[src/rtl/line_fifo_ctrl.sv]
// Line RAM bank pointer/occupancy controller between inputCtrl and the interpolation core.
// Optional saturating overflow event counter enabled by defining LFC_OVF_CNT_EN.
module line_fifo_ctrl #(
  parameter int DATA_WIDTH    = 24,
  parameter int ADDRESS_WIDTH = 11,
  parameter int BUFFER_SIZE   = 4,
  parameter int BANK_WIDTH    = 2,
  parameter int CNT_WIDTH     = 3,
  parameter int PRIME_LINES   = 2
) (
  input  logic                     clk,
  input  logic                     rst,
  input  logic                     wrFrameStart,
  input  logic                     wrFrameEnd,
  input  logic                     wrEn,
  input  logic [ADDRESS_WIDTH-1:0] wrAddr,
  input  logic [DATA_WIDTH-1:0]    wrData,
  input  logic                     wrLineDone,
  input  logic                     jmp1,
  input  logic                     jmp2,
  output logic [BUFFER_SIZE-1:0]   ramWe,
  output logic [ADDRESS_WIDTH-1:0] ramWrAddr,
  output logic [DATA_WIDTH-1:0]    ramWrData,
  output logic [BANK_WIDTH-1:0]    rdSelTop,
  output logic [BANK_WIDTH-1:0]    rdSelBot,
  output logic [CNT_WIDTH-1:0]     fifoNum,
  output logic                     ovf,
  output logic                     udf,
  output logic [15:0]              ovfCnt
);

  localparam logic [1:0] IDLE = 2'd0;
  localparam logic [1:0] FILL = 2'd1;
  localparam logic [1:0] RUN  = 2'd2;

  localparam logic [CNT_WIDTH-1:0] FULL  = CNT_WIDTH'(BUFFER_SIZE);
  localparam logic [CNT_WIDTH-1:0] PRIME = CNT_WIDTH'(PRIME_LINES);

  logic [1:0]            state_q, state_d;
  logic [BANK_WIDTH-1:0] wrPtr_q, wrPtr_d, rdPtr_q, rdPtr_d;
  logic [BANK_WIDTH-1:0] rdSelTop_q, rdSelBot_q;
  logic [CNT_WIDTH-1:0]  count_q, count_d, fifoNum_q, fifoNum_d;
  logic                  ovf_q, ovf_d, udf_q, udf_d;
  logic [1:0]            jreq, jeff;
  logic                  w;

  // Pointer advance modulo BUFFER_SIZE; a single subtraction suffices since j <= 2 <= BUFFER_SIZE.
  function automatic logic [BANK_WIDTH-1:0] wrap_add(input logic [BANK_WIDTH-1:0] p,
                                                     input logic [1:0] j);
    logic [BANK_WIDTH+1:0] s;
    s = (BANK_WIDTH+2)'(p) + (BANK_WIDTH+2)'(j);
    if (s >= (BANK_WIDTH+2)'(BUFFER_SIZE)) s = s - (BANK_WIDTH+2)'(BUFFER_SIZE);
    return s[BANK_WIDTH-1:0];
  endfunction

  always_comb begin
    jreq = jmp2 ? 2'd2 : (jmp1 ? 2'd1 : 2'd0);
    if (state_q != RUN) jreq = 2'd0;
    jeff  = jreq;
    udf_d = 1'b0;
    if (CNT_WIDTH'(jreq) > count_q) begin
      jeff  = count_q[1:0];
      udf_d = 1'b1;
    end
    w     = wrLineDone & (state_q != IDLE);
    ovf_d = w & (jeff == 2'd0) & (count_q == FULL);

    wrPtr_d = wrap_add(wrPtr_q, {1'b0, w});
    if (ovf_d) begin
      count_d = count_q;
      rdPtr_d = wrap_add(rdPtr_q, 2'd1);
    end else begin
      count_d = count_q + CNT_WIDTH'(w) - CNT_WIDTH'(jeff);
      rdPtr_d = wrap_add(rdPtr_q, jeff);
    end

    // Transitions look at the post-update count so fifoNum tracks it one cycle after the pulse.
    state_d = state_q;
    case (state_q)
      IDLE:    if (wrFrameStart) state_d = FILL;
      FILL:    if ((count_d >= PRIME) || (wrFrameEnd && (count_d != '0))) state_d = RUN;
      RUN:     if (count_d == '0) state_d = FILL;
      default: state_d = IDLE;
    endcase
    fifoNum_d = (state_d == RUN) ? count_d : '0;
  end

  always_ff @(posedge clk or posedge rst) begin
    if (rst) begin
      state_q    <= IDLE;
      wrPtr_q    <= '0;
      rdPtr_q    <= '0;
      count_q    <= '0;
      fifoNum_q  <= '0;
      ovf_q      <= 1'b0;
      udf_q      <= 1'b0;
      rdSelTop_q <= '0;
      rdSelBot_q <= '0;
    end else begin
      state_q    <= state_d;
      wrPtr_q    <= wrPtr_d;
      rdPtr_q    <= rdPtr_d;
      count_q    <= count_d;
      fifoNum_q  <= fifoNum_d;
      ovf_q      <= ovf_d;
      udf_q      <= udf_d;
      rdSelTop_q <= rdPtr_d;
      rdSelBot_q <= wrap_add(rdPtr_d, 2'd1);
    end
  end

  always_comb begin
    ramWe = '0;
    for (int unsigned i = 0; i < BUFFER_SIZE; i++)
      ramWe[i] = wrEn & (state_q != IDLE) & (wrPtr_q == BANK_WIDTH'(i));
  end

`ifdef LFC_OVF_CNT_EN
  logic [15:0] ovfCnt_q;
  always_ff @(posedge clk or posedge rst) begin
    if (rst) ovfCnt_q <= '0;
    else if (ovf_d && (ovfCnt_q != 16'hFFFF)) ovfCnt_q <= ovfCnt_q + 16'd1;
  end
  assign ovfCnt = ovfCnt_q;
`else
  assign ovfCnt = '0;
`endif

  assign ramWrAddr = wrAddr;
  assign ramWrData = wrData;
  assign rdSelTop  = rdSelTop_q;
  assign rdSelBot  = rdSelBot_q;
  assign fifoNum   = fifoNum_q;
  assign ovf       = ovf_q;
  assign udf       = udf_q;

endmodule
[config.mk]
export PLATFORM = sky130hd
export DESIGN_NAME = line_fifo_ctrl
export DESIGN_NICKNAME = d
export VERILOG_FILES = /design/src/rtl/line_fifo_ctrl.sv
export SDC_FILE = /design/constraint.sdc
export NUM_CORES = 1
export LEC_CHECK = 0
export CORE_MARGIN = 1
export CORE_UTILIZATION = 34
export CTS_BUF_LIST = sky130_fd_sc_hd__clkbuf_4 sky130_fd_sc_hd__clkbuf_8
export CTS_CLUSTER_SIZE = 30
export DETAILED_ROUTE_END_ITERATION = 10
export GPL_TIMING_DRIVEN = 0
export PLACE_DENSITY = 0.83
export SLEW_MARGIN = 20
export SYNTH_ARGS = -nofsm -noshare
export SYNTH_HDL_FRONTEND = slang
export SYNTH_SLANG_ARGS = --single-unit
[constraint.sdc]
create_clock -name clk -period 4.3 [get_ports clk]
set_clock_uncertainty 0.2 [all_clocks]
set_input_delay 1.29 -clock clk [delete_from_list [all_inputs] [get_ports clk]]
set_output_delay 1.29 -clock clk [all_outputs]
set_load 0.05 [all_outputs]
=== Word-level counts from Yosys, hierarchy flattened ===
Index checks and enable logic that the tools add are counted.

* Add/sub/neg operators: 10
* $lt $le $gt $ge: 6
* Eq/ne operators: 8
* Muxes and demuxes: 16
* Bitwise gates (word level): 8
* Reduce and logical (&&, ||, !) cells: 8

{| class="wikitable"
|+ Operators by type and width
! operator !! number
|-
| 2-bit 2-to-1 mux || 11
|-
| 3-bit greater-or-equal comparator (second input constant) || 4
|-
| 1-bit AND || 8
|-
| 2-bit equality test (second input constant) || 4
|-
| 2-bit by 1-bit subtractor with 2-bit output (second input constant) || 4
|-
| 2-bit by 1-bit adder with 3-bit output (second input constant) || 2
|-
| 2-bit zero test || 3
|-
| 3-bit 2-to-1 mux || 2
|-
| 2-bit case mux with 3 select lines || 1
|-
| 2-bit by 1-bit equality test with 1-bit output (second input constant) || 2
|-
| 2-bit by 1-bit adder with 3-bit output || 1
|-
| 2-bit by 2-bit adder with 3-bit output || 1
|-
| 3-bit by 1-bit adder with 3-bit output || 1
|-
| 3-bit equality test (second input constant) || 1
|-
| 3-bit by 2-bit greater-or-equal comparator with 1-bit output (second input constant) || 1
|-
| 2-bit by 3-bit greater-than comparator with 1-bit output || 1
|-
| 3-bit zero test || 1
|-
| 3-bit nonzero test || 1
|-
| 3-bit by 2-bit subtractor with 3-bit output || 1
|-
| 1-bit 2-to-1 mux || 2
|-
| 2-bit != test (second input constant) || 1
|-
| 2-bit nonzero test || 1
|-
| 1-bit logical AND || 1
|-
| 1-bit logical OR || 1
|}

* Flip-flop bits (word level): 16
* Output and inout port bits: 64

=== Logic depth before layout (Yosys ltp) ===
Gate-level depths: netlist of run 1.

* Depth after elaboration: 16
* Gate-level depth with buffers: 14

=== Worst setup path before layout of run 1 ===
OpenSTA, ideal clock, no wires.

* Path kind: input -> register
* Start point: in jmp2
* End point: reg state_q[0]
* Library setup time: 94 ps
* Arrival: 3957 ps
* Data required time: 4006 ps
* Setup slack: 49 ps
* Stages: 13
* Path through: inv_1 > nand3_1 > ha_1 > or3_1 > o2111ai_2 > o311ai_4 > xnor2_1 > ha_1 > fa_1 > xor2_1 > and3_1 > or2_2 > a221oi_2

* Word-level cells in the longest chain between the ends: 13

{| class="wikitable"
|+ RTL lines
! element !! RTL line !! text
|-
| from (decl) || 20 || <nowiki>input logic jmp2,</nowiki>
|-
| 2-bit 2-to-1 mux (*) || 57 || <nowiki>jreq = jmp2 ? 2'd2 : (jmp1 ? 2'd1 : 2'd0);</nowiki>
|-
| 2-bit 2-to-1 mux (*) || 58 || <nowiki>if (state_q != RUN) jreq = 2'd0;</nowiki>
|-
| 2-bit by 3-bit greater-than comparator with 1-bit output || 61 || <nowiki>if (CNT_WIDTH'(jreq) > count_q) begin</nowiki>
|-
| 2-bit 2-to-1 mux (*) || 61 ||
|-
| parallel branches: the longest is 3 deep, another holds 3-bit by 2-bit subtractor with 3-bit output || n/a ||
|-
| 3-bit 2-to-1 mux (*) || 69 || <nowiki>if (ovf_d) begin</nowiki>
|-
| parallel branches: the longest is 4 deep, another holds 3-bit by 2-bit greater-or-equal comparator with 1-bit output || n/a ||
|-
| 2-bit case mux with 3 select lines (*) || 79 || <nowiki>case (state_q)</nowiki>
|-
| via state_d[0] || 39 || <nowiki>logic [1:0] state_q, state_d;</nowiki>
|-
| to (signal assigned) || 100 || <nowiki>state_q <= state_d;</nowiki>
|-
| to (decl) || 39 ||
|}

Mark *: on every way through the listed nets, which the timed path passes.

=== Final worst setup path of run 1 ===
* Start point: in wrEn
* End point: out ramWe[3]

* Word-level cells in the longest chain between the ends: 2

{| class="wikitable"
|+ RTL lines
! element !! RTL line !! text
|-
| from (decl) || 15 || <nowiki>input logic wrEn,</nowiki>
|-
| 1-bit AND (2 in series) || 115 || <nowiki>ramWe[i] = wrEn & (state_q != IDLE) & (wrPtr_q == BANK_WIDTH'(i));</nowiki>
|-
| to (decl) || 21 || <nowiki>output logic [BUFFER_SIZE-1:0] ramWe,</nowiki>
|}

No other way between the ends.

==> results.ini, run 1 <==
[outcome]
status = complete, no violations

[pwr]
peakVddDrop_uv = 233
p_per_area_mw_per_mm2 = 666
leakage_nw = 1.03

[worst_setup_path]
r2r-end = state_q[0]$_DFF_PP0_
setup.worst_path.end_class = output pin
cp_max_fo = 2
path_cells = clkdlybuf4s50_1 > and4b_1 > clkdlybuf4s50_1
arrival_ns = 2.74
path_class = in2out
startpoint_type = primary input
crit_cells = 3
worst_path_most_repeated_cell = clkdlybuf4s50_1
path_buf_inv = 2
crit_slowest_cell = clkdlybuf4s50_1
timing.rr.start = state_q[1]$_DFF_PP0_
cp.required_ns = 2.81
reg2reg_depth = 14
cpPeakStageDelay_ns = 0.79
r2r_slack_ns = 0.40
crit_family = buffers and inverters

[cts]
root_buffer = clkbuf_8
cts_htree_levels = 1
clk_pin_slew_ns = 0.06
clk_latency_ns = 0.26
cts_buffers = 3
cts.sink_count = 16
cts.path.max_buffers = 2
cts_tree = yes

[synthesis]
ys_async_sr_fraction = 1.00
synth_top_family_by_area = buffers and inverters
yosysWarnings = 0
synth.mux.area_fraction = 0.00758
yosys.area_share.simple = 0.127
synthAdderAreaFrac = 0.0530
synth_area_leader_cell = dfrtp_1
synth_edf_count = 0
synth_compound_area_frac = 0.138
syn-cell-area_mm2 = 0.00132
ys_ff_latch = 16
synthCells = 139
synth.top_cell.area_share = 0.303
synth.avg_cell_area_um2 = 9.51
synth_commonest_cells = buf_4 (51), dfrtp_1 (16), inv_1 (6), nor2_1 (6), nand2_1 (5)
yosysUniqueCellTypes = 41
synthTopCellsByArea = dfrtp_1 (30%), buf_4 (29%), ha_1 (3.8%)
ys.flop_type = dfrtp_1
yosysMostFrequentCell = buf_4
synth_xor_area_frac = 0.0464
ys_seq_area_frac = 0.303

[global_route]
antenna_found_initial = 0
track_usage = 0.144
grt_max_degree = 17
grt_pass1_vias = 1053
grt_pass1_wl_um = 4630
gr-total-overflow = 0

[detailed_routing]
drt_iter0_drc = 18
drc_errors = 0
routed_via_density = 4.43
num_vias = 1173
drtPass1Iterations = 6
ant_nets = 0
wl_per_cell_um = 11.2
drt_wl_total_um = 2980

[die]
fp.coreArea_mm2 = 0.00369
die_area_mm2 = 0.00414
initial_core_util = 0.358
top_level_ports = 107
die_h_um = 64.3
num_rows = 22
chipWidth_um = 64.3

[timing]
rsz0062_at_grt = no
finalSetupViolCount = 0
maxSlewViolCount = 0
slew_headroom = 0.538
hold_viol_final = 0
worst_pin_slew_ns = 0.691
fin_crit_sh = 0.983
period_needed_ns = 4.23
max_freq_ghz = 0.237
tns_ns = 0

[layout]
n_antenna_cell = 0
drive_gt1_frac = 0.355
nNetsFinal = 266
area_growth_pct = 58.4
instances_no_fill = 265

[placed_design]
numPortBuffers = 55
placedCellCount = 257
hpwl_um = 2250
gp_congestion = 0.852

[hold_path]
holdPathEnd = rdSelTop[0]$_DFF_PP0_
hp-class = reg2reg
whs_path_depth = 1
min_from = rdSelTop[0]$_DFF_PP0_

[flow_run]
cap_violations = 0

==> sequential cells by signal (all words and copies together) (netlist names) <==
signal and cells:
rdSelBot 2, count_q 3, state_q 2, wrPtr_q 2, rdSelTop 2, fifoNum 3
ovf 1, udf 1
==> area by class of cell <==
type	instances	area [µm²]
repair buffers	59	567
clock buffers	4	55.1
well taps	48	60.1
flip-flops and latches	16	400
plain buffers	54	403
inverters	6	22.5
fillers	341	1600
multi-input cells	78	586
==> cell families (layout without fill, tap and decap cells) <==
kind of cell | after synthesis | count (layout)
mux | 1 | 1
buf+inv | 60 | 123
flops | 16 | 16
simple gates | 29 | 29
fa+ha+maj | 5 | 5
other cells | 1 | 16
xor+xnor | 7 | 7
compound gates | 20 | 20
==> worst reg2reg max path: cells and delay by family, from the launching register on <==
kind	cells	cell delay (ns)
simple gates	5	1.32
compound gates	3	0.59
fa+ha+maj	3	0.87
flops	1	0.32
xor+xnor	2	0.31
buf+inv	1	0.19
==> worst max-delay path by stage <==
stage	slack [ns]	to	from
finish	0.07	ramWe[3]	wrEn
global route	0.02	ramWe[3]	wrEn
CTS	-0.05	state_q[0]$_DFF_PP0_	jmp2
detailed placement	-0.68	state_q[0]$_DFF_PP0_	jmp2
global placement	-0.57	state_q[0]$_DFF_PP0_	jmp2
floorplan	0.05	state_q[0]$_DFF_PP0_	jmp2
==> cell usage in the layout (no fill, tap or decap), drive strengths merged, types with 2 or more instances in the layout <==
cell and n:
a21boi 2, a21oi 4, buf 57, clkbuf 7
clkdlybuf4s50 50, conb 16, dfrtp 16, dlygate4sd2 3
ha 4, inv 6, nand2 5, nand4 2
nor2 7, nor3 4, nor3b 2, o21ai 4
xnor2 3, xor2 4
==> where the power goes <==
part	leakage (nW)	switching, mW	internal, mW	total [mW]
registers	0.198	0.0436	0.226	0.270
logic	0.798	0.603	0.386	0.989
clock network	0.0288	0.0548	0.0814	0.136
==> per-layer routing <==
metal  share of wire  wire [µm]  vias to the layer above  GRT usage
met3           0.092        274                        9     0.0393
met4           0.023         68                        0     0.0583
met5               0          0                        -          0
met1            0.39       1170                      525      0.160
li1                -          -                      554          -
met2            0.49       1460                       85      0.255
==> metrics by stage <==
stage	setup slack (ns)	cell area, µm²	hold WS (ns)	util	total power, mW
after floorplan	0.0491	1380	0.289	-	0.975
after global placement	-0.566	1990	0.322	0.539	1.17
after detailed placement	-0.679	1990	0.332	0.539	1.19
after CTS	-0.0459	2060	0.350	0.560	1.36
after global routing	0.0244	2090	0.366	0.568	1.48
final	0.0746	2090	0.340	0.568	1.39
==> what timing repair did <==
item                                   CTS  global route
hold buffers                             0             0
cloned                                   0             0
endpoints found under the hold margin    0             0
pin swaps                                4             5
resized for setup                       10             7
setup endpoints to repair                8             5
buffers inserted                         2             2
Power figures use the tool's default switching activity.
==> inputs of run 2 (changes only) <==
Settings changed: PLACE_DENSITY 0.83 to not set, PLACE_DENSITY_LB_ADDON set to 0.15.
==> results.ini, run 2 (synthesis results as in run 1) <==
[die]
die_area_mm2 = 0.00414
top_level_ports = 107
chipWidth_um = 64.3
fp.coreArea_mm2 = 0.00369
num_rows = 22
initial_core_util = 0.358
die_h_um = 64.3

[layout]
fin_util = 0.568
layout_commonest_cell = buf_4
drive_gt1_frac = 0.359
instances_no_fill = 265
final_cell_mix = buf_4 (55), clkdlybuf4s50_1 (50), conb_1 (16), dfrtp_1 (16)
nNetsFinal = 266
area_growth_pct = 58.6
n_antenna_cell = 0
design_area_mm2 = 0.00210

[pwr]
clkPwrFrac = 0.090
leakage_nw = 1.03
p_int_uw = 709
swShare = 0.497
pwr-share-seq = 0.192
switching_power_uw = 702
peakVddDrop_uv = 236
power_frac_comb = 0.718
p_per_area_mw_per_mm2 = 673

[cts]
cts_buffers = 3
cts.path.max_buffers = 2
clk_latency_ns = 0.24
cts_htree_levels = 1
root_buffer = clkbuf_8
cts_tree = yes
clk_pin_slew_ns = 0.06
cts.sink_count = 16
holdBufCountCts = 0

[timing]
slew_headroom = 0.570
period_needed_ns = 4.23
max_freq_ghz = 0.236
rsz0062_at_grt = no
worst_pin_slew_ns = 0.643
tns_ns = 0
finalSetupViolCount = 0
fin_crit_sh = 0.985
maxSlewViolCount = 0
hold_viol_final = 0

[worst_setup_path]
path_class = in2out
startpoint_type = primary input
worst_path_most_repeated_cell = clkdlybuf4s50_1
cp.required_ns = 2.81
setup.worst_path.end_class = output pin
crit_slowest_cell = clkdlybuf4s50_1
cp_max_fo = 2
cpPeakStageDelay_ns = 0.79
path_cells = clkdlybuf4s50_1 > and4b_1 > clkdlybuf4s50_1
arrival_ns = 2.74

[detailed_routing]
ant_nets = 0
routed_via_density = 4.30
num_vias = 1139
drc_errors = 0
drt_wl_total_um = 2970
drt_iter0_drc = 11
drtPass1Iterations = 4
wl_per_cell_um = 11.2

[placed_design]
gp_congestion = 0.846
numPortBuffers = 55
post_dp_cell_area_mm2 = 0.00199
placedCellCount = 257
hpwl_um = 2430

[global_route]
grt_pass1_vias = 1093
grt_pass1_wl_um = 4600
antenna_found_initial = 0
track_usage = 0.138
grt_max_degree = 17
gr-total-overflow = 0

[outcome]
status = complete, no violations

[flow_run]
cap_violations = 0

[hold_path]
hp-class = reg2reg

run 2: path summary, 6_finish.rpt:
check	start	end	slack [ns]	cells past startpoint
min in group asynchronous	rst	rdSelTop[0]$_DFF_PP0_	1.21	2
min reg2reg	rdSelTop[0]$_DFF_PP0_	rdSelTop[0]$_DFF_PP0_	0.34	1
max in group asynchronous	rst	state_q[1]$_DFF_PP0_	2.32	2
max	wrEn	ramWe[3]	0.07	3
max reg2reg	state_q[1]$_DFF_PP0_	state_q[0]$_DFF_PP0_	0.39	14
min	rdSelTop[0]$_DFF_PP0_	rdSelTop[0]$_DFF_PP0_	0.34	1
run 2: through the flow:
stage                     hold WS [ns]  setup slack [ns]  total power, mW
final                            0.344            0.0655             1.41
after global routing             0.375          0.000699             1.50
after detailed placement         0.327            -0.626             1.19
after floorplan                  0.289            0.0491            0.975
after global placement           0.315            -0.562             1.17
after CTS                        0.342           -0.0207             1.36
run 2: repair_timing:
action | CTS | global route
setup endpoints to repair | 8 | 5
resized for setup | 10 | 8
buffers inserted | 3 | 1
cloned | 0 | 0
pin swaps | 2 | 9
run 2: power groups by stage:
| stage | Clock, mW | Combinational [mW] | Sequential [mW] |
|---|---|---|---|
| after floorplan | 0 | 0.593 | 0.382 |
| after global placement | 0 | 0.903 | 0.271 |
| after detailed placement | 0 | 0.920 | 0.274 |
| after CTS | 0.131 | 0.961 | 0.272 |
| after global routing | 0.138 | 1.08 | 0.281 |
| final | 0.127 | 1.01 | 0.271 |
run 2: final cells by class:
type	instances	area, µm²
Sequential cell	16	400
Buffer	54	403
Clock buffer	4	55.1
Timing Repair Buffer	59	567
Multi-Input combinational cell	78	588
Inverter	6	22.5
Tap cell	48	60.1
Fill cell	340	1590
run 2: critical path: cells and delay by family:
kind / cells / cell delay [ns]
buffers and inverters: 2 / 1.26
AND/OR/NAND/NOR: 1 / 0.19
run 2: layer usage:
metal,up-vias,track usage,share of wire
met5,-,0,0
met4,0,0.0528,0.015
met3,4,0.0250,0.070
met2,63,0.251,0.53
met1,515,0.158,0.38
li1,557,-,-
==> inputs of run 3 (changes only) <==
Settings changed: SLEW_MARGIN 20 to 10.
==> results of run 3 <==
The final DEF is identical to that of run 2; final timing and power are the same.
